`src/rtl/rr_arbiter4_pkg.sv`:
```
// rtl/rr_arbiter4_pkg.sv - shared constants and state type for the round-robin arbiter
package rr_arbiter4_pkg;

    localparam int N_REQ            = 4;
    localparam int IDX_W            = 2;
    localparam int HOLD_W           = 8;
    localparam int DEFAULT_MAX_HOLD = 16;

    typedef enum logic {
        IDLE  = 1'b0,
        GRANT = 1'b1
    } state_t;

endpackage

```
`src/rtl/rr_arbiter4_if.sv`:
```
// rtl/rr_arbiter4_if.sv - request/grant bundle between requesting agents and the arbiter
interface rr_arbiter4_if;
    import rr_arbiter4_pkg::*;

    logic [N_REQ-1:0] req;
    logic             done;
    logic [N_REQ-1:0] gnt;
    logic [IDX_W-1:0] gnt_idx;
    logic             busy;
    logic             timeout;

    modport master (
        output req,
        output done,
        input  gnt,
        input  gnt_idx,
        input  busy,
        input  timeout
    );

    modport slave (
        input  req,
        input  done,
        output gnt,
        output gnt_idx,
        output busy,
        output timeout
    );

endinterface

```
`src/rtl/rr_arbiter4_grant_decode.sv`:
```
// rtl/rr_arbiter4_grant_decode.sv - 2-to-4 one-hot decoder with enable
module grant_decode
    import rr_arbiter4_pkg::*;
(
    input  logic [IDX_W-1:0] idx,
    input  logic             en,
    output logic [N_REQ-1:0] onehot
);

    always_comb begin
        onehot = '0;
        if (en) begin
            onehot[idx] = 1'b1;
        end
    end

endmodule

```
`src/rtl/rr_arbiter4.sv`:
```
// rtl/rr_arbiter4.sv - four-requester round-robin arbiter with hold limit and idle gap
module rr_arbiter4
    import rr_arbiter4_pkg::*;
#(
    parameter int MAX_HOLD = DEFAULT_MAX_HOLD
) (
    input  logic         clk,
    input  logic         rst_n,
    rr_arbiter4_if.slave bus
);

    localparam logic [HOLD_W-1:0] HOLD_LAST = HOLD_W'(MAX_HOLD - 1);
    localparam logic [HOLD_W-1:0] HOLD_SAT  = HOLD_W'(MAX_HOLD);

    state_t              state, state_nxt;
    logic [IDX_W-1:0]    ptr, ptr_nxt;
    logic [IDX_W-1:0]    idx, idx_nxt;
    logic [HOLD_W-1:0]   hold_cnt, hold_nxt;
    logic                timeout_r, timeout_nxt;

    logic [2*N_REQ-1:0]  req_dbl;
    logic [N_REQ-1:0]    req_rot;
    logic [IDX_W-1:0]    pick_off;
    logic [IDX_W-1:0]    pick;
    logic                any_req;
    logic                owner_req;
    logic                granted;

    // Rotate so the pointer position lands on bit 0, then take the lowest set bit.
    assign req_dbl = {bus.req, bus.req} >> ptr;
    assign req_rot = req_dbl[N_REQ-1:0];
    assign any_req = |bus.req;

    always_comb begin
        pick_off = '0;
        casez (req_rot)
            4'b???1: pick_off = 2'd0;
            4'b??10: pick_off = 2'd1;
            4'b?100: pick_off = 2'd2;
            4'b1000: pick_off = 2'd3;
            default: pick_off = 2'd0;
        endcase
    end

    assign pick      = ptr + pick_off;
    assign owner_req = bus.req[idx];

    always_ff @(posedge clk or negedge rst_n) begin
        if (!rst_n) begin
            state     <= IDLE;
            ptr       <= '0;
            idx       <= '0;
            hold_cnt  <= '0;
            timeout_r <= 1'b0;
        end else begin
            state     <= state_nxt;
            ptr       <= ptr_nxt;
            idx       <= idx_nxt;
            hold_cnt  <= hold_nxt;
            timeout_r <= timeout_nxt;
        end
    end

    always_comb begin
        state_nxt   = state;
        ptr_nxt     = ptr;
        idx_nxt     = idx;
        hold_nxt    = hold_cnt;
        timeout_nxt = 1'b0;

        unique case (state)
            IDLE: begin
                if (any_req) begin
                    state_nxt = GRANT;
                    idx_nxt   = pick;
                    hold_nxt  = '0;
                end
            end
            GRANT: begin
                if (hold_cnt != HOLD_SAT) begin
                    hold_nxt = hold_cnt + 1'b1;
                end
                // done outranks the hold limit, so a collision never raises timeout.
                if (bus.done || !owner_req) begin
                    state_nxt = IDLE;
                    ptr_nxt   = idx + 1'b1;
                end else if (hold_cnt == HOLD_LAST) begin
                    state_nxt   = IDLE;
                    ptr_nxt     = idx + 1'b1;
                    timeout_nxt = 1'b1;
                end
            end
            default: begin
                state_nxt = IDLE;
            end
        endcase
    end

    assign granted     = (state == GRANT);
    assign bus.busy    = granted;
    assign bus.gnt_idx = idx;
    assign bus.timeout = timeout_r;

    grant_decode u_grant_decode (
        .idx    (idx),
        .en     (granted),
        .onehot (bus.gnt)
    );

endmodule

```
`src/flat_wrapper.sv`:
```
// flat-port wrapper written by rule: the top's interface ports become plain ports
module rr_arbiter4_flat import rr_arbiter4_pkg::*;
#(
    parameter int MAX_HOLD = DEFAULT_MAX_HOLD
)
  (clk, rst_n, bus_req, bus_done, bus_gnt, bus_gnt_idx, bus_busy, bus_timeout);
  rr_arbiter4_if bus_i ();
  input  logic clk;
  input  logic rst_n;
  input wire logic [$bits(bus_i.req)-1:0] bus_req;
  input wire logic [$bits(bus_i.done)-1:0] bus_done;
  output wire logic [$bits(bus_i.gnt)-1:0] bus_gnt;
  output wire logic [$bits(bus_i.gnt_idx)-1:0] bus_gnt_idx;
  output wire logic [$bits(bus_i.busy)-1:0] bus_busy;
  output wire logic [$bits(bus_i.timeout)-1:0] bus_timeout;
  assign bus_i.req = bus_req;
  assign bus_i.done = bus_done;
  assign bus_gnt = bus_i.gnt;
  assign bus_gnt_idx = bus_i.gnt_idx;
  assign bus_busy = bus_i.busy;
  assign bus_timeout = bus_i.timeout;
  rr_arbiter4 #(.MAX_HOLD(MAX_HOLD)) u_core (.clk(clk), .rst_n(rst_n), .bus(bus_i));
endmodule
```
`config.mk`:
```
export PLATFORM = sky130hd
export DESIGN_NAME = rr_arbiter4_flat
export DESIGN_NICKNAME = d
export VERILOG_FILES = /design/src/rtl/rr_arbiter4_pkg.sv /design/src/rtl/rr_arbiter4_if.sv /design/src/rtl/rr_arbiter4_grant_decode.sv /design/src/rtl/rr_arbiter4.sv /design/src/flat_wrapper.sv
export SDC_FILE = /design/constraint.sdc
export NUM_CORES = 1
export LEC_CHECK = 0
export ABC_AREA = 1
export CAP_MARGIN = 10
export CORE_ASPECT_RATIO = 1.1
export CORE_MARGIN = 10
export CORE_UTILIZATION = 55
export CTS_BUF_LIST = sky130_fd_sc_hd__clkbuf_4
export CTS_CLUSTER_SIZE = 20
export DETAILED_ROUTE_END_ITERATION = 10
export GPL_ROUTABILITY_DRIVEN = 0
export HOLD_SLACK_MARGIN = 0.15
export PLACE_DENSITY = 0.81
export RECOVER_POWER = 50
export SYNTH_ARGS = -nofsm -noshare
export SYNTH_HDL_FRONTEND = slang
export SYNTH_SLANG_ARGS = --single-unit
```
`constraint.sdc`:
```
create_clock -name clk -period 1.9 [get_ports clk]
set_input_delay 0.38 -clock clk [delete_from_list [all_inputs] [get_ports clk]]
set_output_delay 0.38 -clock clk [all_outputs]
set_load 0.03 [all_outputs]
```
## Word-level counts from Yosys, hierarchy flattened

Index checks and enable logic that the tools add are counted.

- Register bits after elaboration: 14
- Logic and storage cells: 45

- Add/sub/neg operators: 3
- Order comparisons: 2
- Eq/ne operators: 7
- Shift-type cells: 1
- Multiplexer cells: 18
- Bitwise operators: 1
- Reductions and logical operators: 8

Operators by type and width:

| cell | number |
|---|---|
| 8-bit two-way mux | 2 |
| 8-bit one-hot mux with 2 select lines | 1 |
| 8-bit by 1-bit adder with 8-bit output (second input constant) | 1 |
| 8-bit by 4-bit equality test with 1-bit output (second input constant) | 1 |
| 1-bit two-way mux | 8 |
| 8-bit by 5-bit != test with 1-bit output (second input constant) | 1 |
| 8-bit by 2-bit >> shifter with 4-bit output | 1 |
| 2-bit one-hot mux with 3 select lines | 1 |
| 2-bit AND reduction | 3 |
| 4-bit equality test (second input constant) | 1 |
| 2-bit two-way mux | 2 |
| 4-bit two-way mux | 1 |
| 4-bit OR reduction | 1 |
| 3-bit equality test (second input constant) | 1 |
| 2-bit by 3-bit < comparator with 1-bit output (second input constant) | 1 |
| 2-bit by 1-bit adder with 2-bit output (second input constant) | 1 |
| 2-bit adder | 1 |
| 1-bit binary-select mux with 2-bit select | 1 |
| 1-bit demux with 2-bit select | 1 |
| 2-bit equality test (second input constant) | 1 |
| 2-bit by 1-bit greater-or-equal comparator with 1-bit output (second input constant) | 1 |
| 2-bit by 1-bit != test with 1-bit output (second input constant) | 1 |
| 2-bit != test (second input constant) | 1 |
| 1-bit one-hot mux with 2 select lines | 1 |
| 5 further kinds | 5 |

## Logic depth before layout (Yosys ltp)

- Depth after elaboration: 6
- Mapped depth: 12
- Depth with buffers taken out: 12

## By module

From an unflattened synthesis, not the netlist that was laid out.

- Cell total of the unflattened synthesis: 143
- Area, all modules: 1041.0 µm²

Modules (own cells, without submodules):

| module | times used | cells each | area each (µm²) | sequential area each (µm²) |
|---|---|---|---|---|
| rr_arbiter4 | 1 | 135 | 1011.0 | 350.3 |
| grant_decode | 1 | 8 | 30.0 | 0.0 |

## Least setup slack after synthesis

No wires, ideal clock.

- Path type: register to register
- Start point: register u_core.ptr[1]
- End point: register u_core.idx[1] (netlist: u_core.bus.gnt_idx[1])
- Setup time: 0.117 ns
- Data arrival time: 1.466 ns
- Data required time: 1.783 ns
- Path slack: 0.317 ns
- Stages on the path, launching flop included: 12
- Buffers on the path: 1
- Cell sequence: dfrtp_1 > buf_2 > inv_1 > nand3_1 > nand2_1 > nand3_1 > a21boi_0 > ha_1 > xor2_1 > nand3_1 > nand3_1 > nand2_1

- Cells in the longest elaborated chain, start to end: 4
- Elaborated cells on any way between the ends: 6
- Classes of those cells: add/sub: 1; eq/ne: 3; shift: 1; mux: 1

Ends and longest elaborated chain:

| what | RTL line | text |
|---|---|---|
| start: declaration | rr_arbiter4.sv:16 | `logic [IDX_W-1:0] ptr, ptr_nxt;` |
| start signal: assignment | rr_arbiter4.sv:57 | `ptr <= ptr_nxt;` |
| 8-bit by 2-bit >> shifter with 4-bit output | rr_arbiter4.sv:30 | `assign req_dbl = {bus.req, bus.req} >> ptr;` |
| 4-bit equality test, or another cell as far along | rr_arbiter4.sv:36 | `casez (req_rot)` |
| 2-bit one-hot mux with 3 select lines | rr_arbiter4.sv:36 |  |
| 2-bit adder (*) | rr_arbiter4.sv:45 | `assign pick = ptr + pick_off;` |
| end signal: assignment | rr_arbiter4.sv:58 | `idx <= idx_nxt;` |
| end: declaration | rr_arbiter4.sv:17 | `logic [IDX_W-1:0] idx, idx_nxt;` |

Mark *: on every way between the ends. The rest lies on a longest branch, timed or not.
A chain may end at the register's enable or synchronous reset.

## Final worst setup path

- Start point: register u_core.idx[0] (netlist: u_core.bus.gnt_idx[0])
- End point: output port bus_gnt[0]

- Cells in the longest elaborated chain, start to end: 5
- Elaborated cells on any way between the ends: 6
- Classes of those cells: order compare: 2; mux: 3; reduce/logical: 1

Ends and longest elaborated chain:

| what | RTL line | text |
|---|---|---|
| 2-bit by 3-bit < comparator with 1-bit output (not written as such) or 2-bit by 1-bit greater-or-equal comparator with 1-bit output (tied branches) | rr_arbiter4_grant_decode.sv:13 | `onehot[idx] = 1'b1;` |
| 1-bit logical AND (not written as such) | rr_arbiter4_grant_decode.sv:13 |  |
| 1-bit two-way mux (not written as such) | rr_arbiter4_grant_decode.sv:13 |  |
| 1-bit demux with 2-bit select (*) | rr_arbiter4_grant_decode.sv:13 |  |
| 4-bit two-way mux (*) | rr_arbiter4_grant_decode.sv:12 | `if (en) begin` |
| end: declaration | flat_wrapper.sv:12 | `output wire logic [$bits(bus_i.gnt)-1:0] bus_gnt;` |

Marks and branches as above.

==> results.sh <==
export IMPL_clk_path_buf_depth=2
export IMPL_yosysSeqAreaShare=0.342
export IMPL_highest_signal_layer="met4"
export IMPL_status="completed"
export IMPL_internal_power_uw=930
export IMPL_peakVddDrop_v=0.000903
export IMPL_io_pins=15
export IMPL_ys_flop_type="dfrtp_1"
export IMPL_max_freq_mhz=555
export IMPL_fin_crit_ns=1.80
export IMPL_synth_simple_area_share=0.368
export IMPL_comb_power_share=0.625
export IMPL_ys_top_cells_by_count="nand2_1 (41), nand3_1 (21), inv_1 (19)"
export IMPL_core_um2=1780
export IMPL_yosysUniqueCellTypes=26
export IMPL_crit_slowest_cell="dfrtp_1"
export IMPL_ys_ff_latch=14
export IMPL_drive_above_1_share=0.172
export IMPL_multi_input_area_um2=593
export IMPL_timing_hold_ws_ns=0.501
export IMPL_area_delta_synth_final_pct=24.1
export IMPL_finalInstanceArea_um2=1270
export IMPL_power_total_mw=1.89
export IMPL_crit_chain="buf_4 -> inv_1 -> ha_1 -> nand2_1 -> inv_1 -> buf_4"
export IMPL_holdBufCountCts=0
export IMPL_grt_max_degree=15
export IMPL_drtAntennaViolNets=0
export IMPL_path_max_fanout=5
export IMPL_drt_met1_wl_um=998
export IMPL_critical_path_max_stage_delay_ns=0.41
export IMPL_fill_cells=165
export IMPL_power_switching_uw=961
export IMPL_hold_violations=0
export IMPL_grt_usage=0.138
export IMPL_diodes=0
export IMPL_cts_max_level=1
export IMPL_drt_iter0_drc=27
export IMPL_synth_most_common_cell="nand2_1"
export IMPL_synthXorXnorAreaFrac=0.0256
export IMPL_grt_antenna_before_repair=0
export IMPL_vias=1031
export IMPL_worstHoldPathType="reg2reg"
export IMPL_dr_wl_met2_um=1400
export IMPL_synth_compound_area_frac=0.0904
export IMPL_clock_sinks=14
export IMPL_yosysTopAreaCell="dfrtp_1"
export IMPL_nNetsFinal=185
export IMPL_netlist_area_um2=1020
export IMPL_worstSetupPathType="reg2out"
export IMPL_critPathCaptureType="output pin"
export IMPL_via_per_inst=5.51
export IMPL_cts_root_buf="clkbuf_4"
export IMPL_overflow=0
export IMPL_first_pass_iters=4
export IMPL_synth_edf_count=0
export IMPL_async_flop_share=1.00
export IMPL_syn_nets=158
export IMPL_p_clk_frac=0.090
export IMPL_muxShareOfSynthArea=0
export IMPL_final_seq_area_um2=352
export IMPL_seqPwrFrac=0.285
export IMPL_portBuffers=14
export IMPL_switching_share=0.508
export IMPL_die_h_um=65.3
export IMPL_cts_tree="done"
export IMPL_synth_adder_area_share=0.0855
export IMPL_cp_required_ns=1.52
export IMPL_fin_crit_sh=0.948
export IMPL_power_leakage_nw=0.708
export IMPL_cts_buffers=3
export IMPL_grt_pass1_vias=990
export IMPL_drc_errors=0
export IMPL_maxCapViolCount=0
export IMPL_worst_pin_slew_ns=0.810
export IMPL_setup_viol=0
export IMPL_start_kind="flop"
export IMPL_dp_hpwl_um=1980
export IMPL_synth_area_per_cell_um2=7.12
export IMPL_relSlewSlack=0.460
export IMPL_synthTopCellsByArea="dfrtp_1 (34%), nand2_1 (15%), nand3_1 (10%), ha_1 (8.5%), inv_1 (7.0%)"
export IMPL_clkLatencyLatePin_ns=0.28
export IMPL_synthesis_instances=144
export IMPL_num_rows=16
export IMPL_initial_core_util=0.575
export IMPL_die_w_um=61.2
export IMPL_synth_top_cell_area_share=0.342
export IMPL_ys_warn_count=0
export IMPL_synth_top_family_by_area="simple AND/OR/NAND/NOR gates"
export IMPL_skew_ns=0.00254
export IMPL_maxSlewViolCount=0
export IMPL_cts_clk_slew_worst_paths_ns=0.08
export IMPL_wl_met3_um=88
export IMPL_grt_pass1_wl_um=4350
export IMPL_cp_arrival_ns=1.42
export IMPL_dieArea_um2=3990
export IMPL_placed_area_um2=1240
export IMPL_routedWlPerCell_um=13.6
export IMPL_power_density_nw_per_um2=1490
export IMPL_drt_wl_total_um=2540
export IMPL_cts_setup_buffers=0
[sequential cells by signal, summed over array words and instances, names as in the netlist]
name,flops
u_core.hold_cnt,8
u_core.ptr,2
u_core.bus.busy,1
u_core.bus.timeout,1
u_core.bus.gnt_idx,2
[timing repair]
item	4_1_cts	5_1_grt
resized for setup	3	9
gates cloned	0	0
endpoints found under the setup margin	3	4
[layout by cell type, fill, tap and decap left out, drive strengths merged]
cell / count
nand3: 22
clkbuf: 6
nor3: 3
nand2: 45
clkinv: 1
a21boi: 2
dlymetal6s2s: 3
ha: 7
buf: 10
xor2: 3
inv: 20
dlygate4sd2: 2
nor2: 10
o21ai: 10
or2: 1
a21oi: 2
o22ai: 1
dlygate4sd3: 1
clkdlybuf4s50: 5
dfrtp: 14
nor4: 1
[area by class of cell]
| class | count | share of cell area |
|---|---|---|
| Timing Repair Buffer | 24 | 0.159 |
| Sequential cell | 14 | 0.277 |
| Inverter | 21 | 0.0620 |
| Multi-Input combinational cell | 107 | 0.467 |
| Clock buffer | 3 | 0.0177 |
| Tap cell | 18 | 0.0177 |
[critical path: cells and delay by family, from the launching register on]
kind / cells / cell delay [ns]
fa+ha+maj: 1 / 0.17
buf+inv: 4 / 0.51
simple gates: 1 / 0.05
flops: 1 / 0.41
[stage by stage]
stage | cells | setup WS (ns) | utilization | TNS (ns)
2_1_floorplan | 144 | 0.317 | - | 0
3_3_place_gp | 184 | -0.0878 | 0.699 | -0.0878
3_5_place_dp | 184 | -0.208 | 0.699 | -0.208
4_1_cts | 187 | 0.0176 | 0.709 | 0
5_1_grt | 187 | -0.00971 | 0.713 | -0.00971
6_report | 187 | 0.0982 | 0.713 | 0
[per-layer routing]
layer | vias to the layer above | track usage
met1 | 498 | 0.151
met5 | - | 0
met2 | 20 | 0.241
li1 | 509 | -
met3 | 4 | 0.0173
met4 | 0 | 0.0857
[power by group through the flow]
stage / registers, mW / clock network, mW / logic, mW
after global placement: 0.531 / 0 / 1.14
after CTS: 0.531 / 0.171 / 1.18
after detailed placement: 0.538 / 0 / 1.19
final: 0.539 / 0.170 / 1.18
after global routing: 0.552 / 0.184 / 1.34
after floorplan: 0.558 / 0 / 0.773
[final timing paths]
check | from | endpoint | slack (ns) | cells past startpoint
min in group asynchronous | rst_n | u_core.hold_cnt[7]$_DFFE_PN0P_ | 0.70 | 2
hold reg to reg | u_core.hold_cnt[6]$_DFFE_PN0P_ | u_core.hold_cnt[6]$_DFFE_PN0P_ | 0.50 | 1
setup / recovery | u_core.bus.gnt_idx[0]$_DFFE_PN0P_ | bus_gnt[0] | 0.1 | 6
hold / removal | u_core.hold_cnt[6]$_DFFE_PN0P_ | u_core.hold_cnt[6]$_DFFE_PN0P_ | 0.50 | 1
setup reg to reg | u_core.ptr[1]$_DFFE_PN0P_ | u_core.bus.gnt_idx[1]$_DFFE_PN0P_ | 0.17 | 10
max in group asynchronous | rst_n | u_core.ptr[0]$_DFFE_PN0P_ | 0.65 | 2
[logic make-up (layout without fill, tap and decap cells)]
kind of cell    after synthesis  after routing
simple gates                 82             82
buf+inv                      23             48
compound gates               15             15
flops                        14             14
fa+ha+maj                     7              7
xor+xnor                      3              3
Power figures use the tool's default switching activity.
==> RTL edit 1, RTL diff (same flow settings) <==
Change the package constant `N_REQ` from 4 to 8.
--- a/src/rtl/rr_arbiter4_pkg.sv
+++ b/src/rtl/rr_arbiter4_pkg.sv
@@ -3,3 +3,3 @@
 
-    localparam int N_REQ            = 4;
+    localparam int N_REQ            = 8;
     localparam int IDX_W            = 2;
Interface: changed (resized bus_gnt and bus_req); port bits go from 15 to 23. No check against the original RTL was run, so the function may have changed too.
==> RTL edit 1 against the unedited design <==
  * Power grew 16%
  * Sequential cell count is the same
  * Wire length grew 23%
  * Worst setup slack gained 0.0083 ns
  * Global-route usage shrank 0.93 points
  * Design area grew 26%
  * Die area grew 13%
  * Synthesized area grew 19%
==> RTL edit 1: results (changes against the unedited design) <==
stage,metric,value,unit,change
placement,dpl.hpwl,2352,um,+19%
worst_setup_path,reg2reg_slack,0.11,ns,-0.06 ns
finish,regMostFlops,u_core.hold_cnt,,
sta,clock_skew,0.008548,ns,+0.006008 ns
synth,synth.area.top_cells,"dfrtp_1 29%, nand2_1 12%, ha_1 7.2%",,
sta,max_slew_margin,0.5572,,+0.09712
status,status,finished clean,,
worst_setup_path,rr_worst_depth,12,,+2
worst_setup_path,worstPathArrival,1.97,ns,+0.55 ns
finish,drive_gt1_frac,0.3465,,+0.1749
power_and_ir_drop,p_switching,1.127,mW,+17%
synth,ys_types,31,,+19%
routing,wl,3135,um,+23%
finish,nNetsFinal,222,,+20%
synth,netlist_top_cells_count,"38 x nand2_1, 17 x nand3_1, 15 x inv_1",,
power_and_ir_drop,irDropWorstVdd,1.458,mV,+62%
worst_setup_path,worstSetupEndpointType,flop,,
routing,drt_iter0_markers,45,,+67%
worst_setup_path,cp_slowest_cell,dfrtp_2,,
grt,grt_usage,0.1290,,-0.009301
hold_path,min_path_type,in2async,,
synth,ys_seq_area_frac,0.2866,,-0.05529
synth,synth_top_area_frac,0.2866,,-0.05529
placement,io_buffers,18,,+4
power_and_ir_drop,cellLeakagePower,0.8586,nW,+21%
grt,grt_pass1_vias,1219,,+23%
clock_network,h-tree-depth,1,,unchanged
RTL edit 1: cell count changes in the layout (fill, tap and decap cells not counted), sizes merged, moves of 3 or more:
| cell | unedited run | this run |
|---|---|---|
| conb | 0 | 4 |
| nor2 | 10 | 7 |
| inv | 20 | 28 |
| o21ai | 10 | 13 |
| buf | 10 | 20 |
| nand3 | 22 | 18 |
| nand4 | 0 | 8 |
| nand2 | 45 | 49 |
RTL edit 1: logic make-up after synthesis:
logic type | after synthesis | share of synthesized area
DFF | 14 | 0.2866
adders and majority gates | 7 | 0.07164
and+or+nand+nor | 86 | 0.3705
AOI/OAI and AO/OA | 18 | 0.09314
other | 1 | 0.003068
xor gates and xnor gates | 5 | 0.03583
buffers and inverters | 36 | 0.1392
RTL edit 1: cell type report:
| cell class | count | area, um2 |
|---|---|---|
| clock buffers | 3 | 22.52 |
| flip-flops and latches | 14 | 352.8 |
| well taps | 28 | 35.03 |
| multi-input cells | 120 | 755.7 |
| fillers | 169 | 460.4 |
| inverters | 29 | 121.4 |
| repair buffers | 36 | 315.3 |
RTL edit 1: repair_timing:
item,in CTS,in global routing
endpoints found under the setup margin,4,3
pin swaps,0,5
setup buffers,0,4
gates resized for setup,4,22
RTL edit 1: layer usage:
| layer | vias up | wire [um] | global-route usage | share of wire |
|---|---|---|---|---|
| met5 | - | 0 | 0 | 0 |
| met3 | 4 | 167 | 0.03543 | 0.053 |
| met2 | 24 | 1589 | 0.2261 | 0.51 |
| met4 | 0 | 27 | 0.02123 | 0.0086 |
| li1 | 605 | - | - | - |
| met1 | 563 | 1350 | 0.1520 | 0.43 |
RTL edit 1: power by group through the flow:
stage / Clock, mW / Sequential, mW / Combinational (mW)
floorplan: 0 / 0.531 / 0.922
global placement: 0 / 0.540 / 1.30
detailed placement: 0 / 0.544 / 1.33
CTS: 0.165 / 0.537 / 1.32
global route: 0.177 / 0.533 / 1.69
finish: 0.163 / 0.520 / 1.51
RTL edit 1: per-stage QoR:
stage	util	hold WS [ns]	cells	cell area, um2	worst slack [ns]
3_3_place_gp	0.7247	0.5545	223	1495	-0.1481
3_5_place_dp	0.7247	0.5704	223	1495	-0.2387
2_1_floorplan	-	0.08441	170	1234	0.2735
4_1_cts	0.7332	0.5071	226	1513	0.009774
6_report	0.7768	0.5732	230	1603	0.1064
5_1_grt	0.7768	0.6011	230	1603	-0.04034
RTL edit 1: worst max-delay path: cells and delay by family, from the launching register on:
kind | cells | cell delay, ns
adder cells (fa/ha/maj) | 1 | 0.21
buffers and inverters | 2 | 0.24
AND/OR/NAND/NOR | 6 | 0.50
XOR/XNOR | 1 | 0.08
flip-flops | 1 | 0.43
AO/OA/AOI/OAI | 2 | 0.22
==> RTL edit 2, RTL diff (same settings) <==
Without the edit above. Make the reset (`rst_n`) synchronous in one clocked block.
--- a/src/rtl/rr_arbiter4.sv
+++ b/src/rtl/rr_arbiter4.sv
@@ -47,3 +47,3 @@
 
-    always_ff @(posedge clk or negedge rst_n) begin
+    always_ff @(posedge clk) begin
         if (!rst_n) begin
Behaviour: differs if rst_n is asserted again (counterexample within 4 cycles, from zero or initial values and one cycle with rst_n low); with rst_n held inactive, the same outputs for 10 cycles.
==> RTL edit 2 against the unedited design <==
  * Via count rose by 4.4%
  * Sequential cell count did not move
  * First-iteration DRC count rose by 15%
  * Wire length fell by 5.3%
  * Highest routed layer unchanged
  * Design area fell by 6.3%
  * Synthesized area fell by 1.1%
  * Worst setup slack got worse by 0.032 ns
  * Core utilization fell by 3.7 points
Power is not compared: it rests on default switching activity, and its combinational part moved more than twofold at a synthesized area within 25%.
==> RTL edit 2: results (changes against the unedited design) <==
stage,metric,value,unit,change
finish,seqCellArea,281.5,um2,-20%
finish,seq_cell_count,14,,unchanged
finish,buffer_area_frac,0.1324,,-0.02710
power_and_ir_drop,fin_total_pwr,0.8617,mW,
finish,n_all_inverters,27,,+29%
finish,multi_input_gates,116,,+8.4%
hold_path,whs_path_depth,2,,+1
synth,synth.area.top_cells,"dfxtp_1 28%, nand2_1 16%, nand3_1 14%",,
routing,via_per_inst,5.490,,-0.43%
grt,grt_pass1_vias,1072,,+8.3%
finish,multi_input_area,599.3,um2,+1.1%
grt,grt_usage,0.1348,,-0.003475
finish,nNetsFinal,193,,+4.3%
worst_setup_path,cp_max_fo,6,,+1
routing,wl,2408,um,-5.3%
synth,netlist_top_cells_count,"44 x nand2_1, 28 x nand3_1, 22 x inv_1",,
worst_setup_path,rr_worst_depth,12,,+2
finish,nFillCells,167,,+1.2%
status,status,finished clean,,
sta,clock_skew,0.006452,ns,+0.003912 ns
worst_setup_path,cp_slowest_cell,clkdlybuf4s50_1,,
grt,grt_first_pass_wirelength,4367,um,+0.32%
worst_setup_path,reg2reg_from,u_core.ptr[0]$_SDFFE_PN0P_,,
synth,ys_seq_area_frac,0.2765,,-0.06534
finish,final-clk-cell-share,0.02206,,+0.004342
worst_setup_path,rr_endpoint,u_core.bus.gnt_idx[1]$_SDFFE_PN0P_,,
sta,max_slew_margin,0.7382,,+0.2781
grt,grt_max_degree,13,,-2
synth,async_reset_ff_frac,0,,-1.000
synth,ys_types,24,,-7.7%
worst_setup_path,cpPeakStageDelay,0.72,ns,+0.31 ns
hold_path,holdPathEnd,u_core.hold_cnt[7]$_SDFFE_PN0P_,,
synth,synth_flop_cell,dfxtp_1,,
finish,n_all_buffers,17,,-29%
worst_setup_path,reg2reg_slack,0.22,ns,+0.05 ns
worst_setup_path,worstPathArrival,1.45,ns,+0.03 ns
==> RTL edit 2: layer usage <==
layer / track usage / vias to the layer above / wire, um / share of wire
met5: 0 / - / 0 / 0
met4: 0.07418 / 0 / 96 / 0.040
met3: 0.03314 / 9 / 112 / 0.047
met2: 0.2474 / 20 / 1244 / 0.52
met1: 0.1297 / 498 / 954 / 0.40
li1: - / 549 / - / -
==> RTL edit 2: how the worst max path moves through the flow <==
stage | start | endpoint | cells past startpoint
after floorplan | u_core.bus.busy$_SDFF_PN0_ | bus_gnt[0] | 3
after global placement | bus_req[2] | u_core.bus.gnt_idx[1]$_SDFFE_PN0P_ | 11
after detailed placement | bus_req[1] | u_core.bus.gnt_idx[1]$_SDFFE_PN0P_ | 12
after CTS | u_core.bus.gnt_idx[1]$_SDFFE_PN0P_ | bus_gnt[0] | 5
after global routing | u_core.bus.gnt_idx[0]$_SDFFE_PN0P_ | bus_gnt[2] | 5
final | u_core.bus.busy$_SDFF_PN0_ | bus_busy | 1
==> RTL edit 2: logic make-up (layout without fill, tap and decap cells) <==
group           count (synthesis)  count (layout)  share of synthesized area
buf+inv                        31              48                     0.1198
xor+xnor                        1               1                   0.008644
simple gates                   88              88                     0.3864
compound gates                 20              20                     0.1222
flops                          14              14                     0.2765
fa+ha+maj                       7               7                    0.08642
==> RTL edit 2: stage by stage <==
stage	TNS [ns]	setup slack [ns]	instances	hold slack, ns	instance area, um2
finish	0	0.06635	196	0.5151	1191
global route	0	0.01821	196	0.5420	1191
CTS	0	0.06088	196	0.5105	1202
detailed placement	-0.1414	-0.08498	192	0.4979	1181
global placement	-0.01350	-0.01350	192	0.4855	1181
floorplan	0	0.3774	161	0.4704	1013
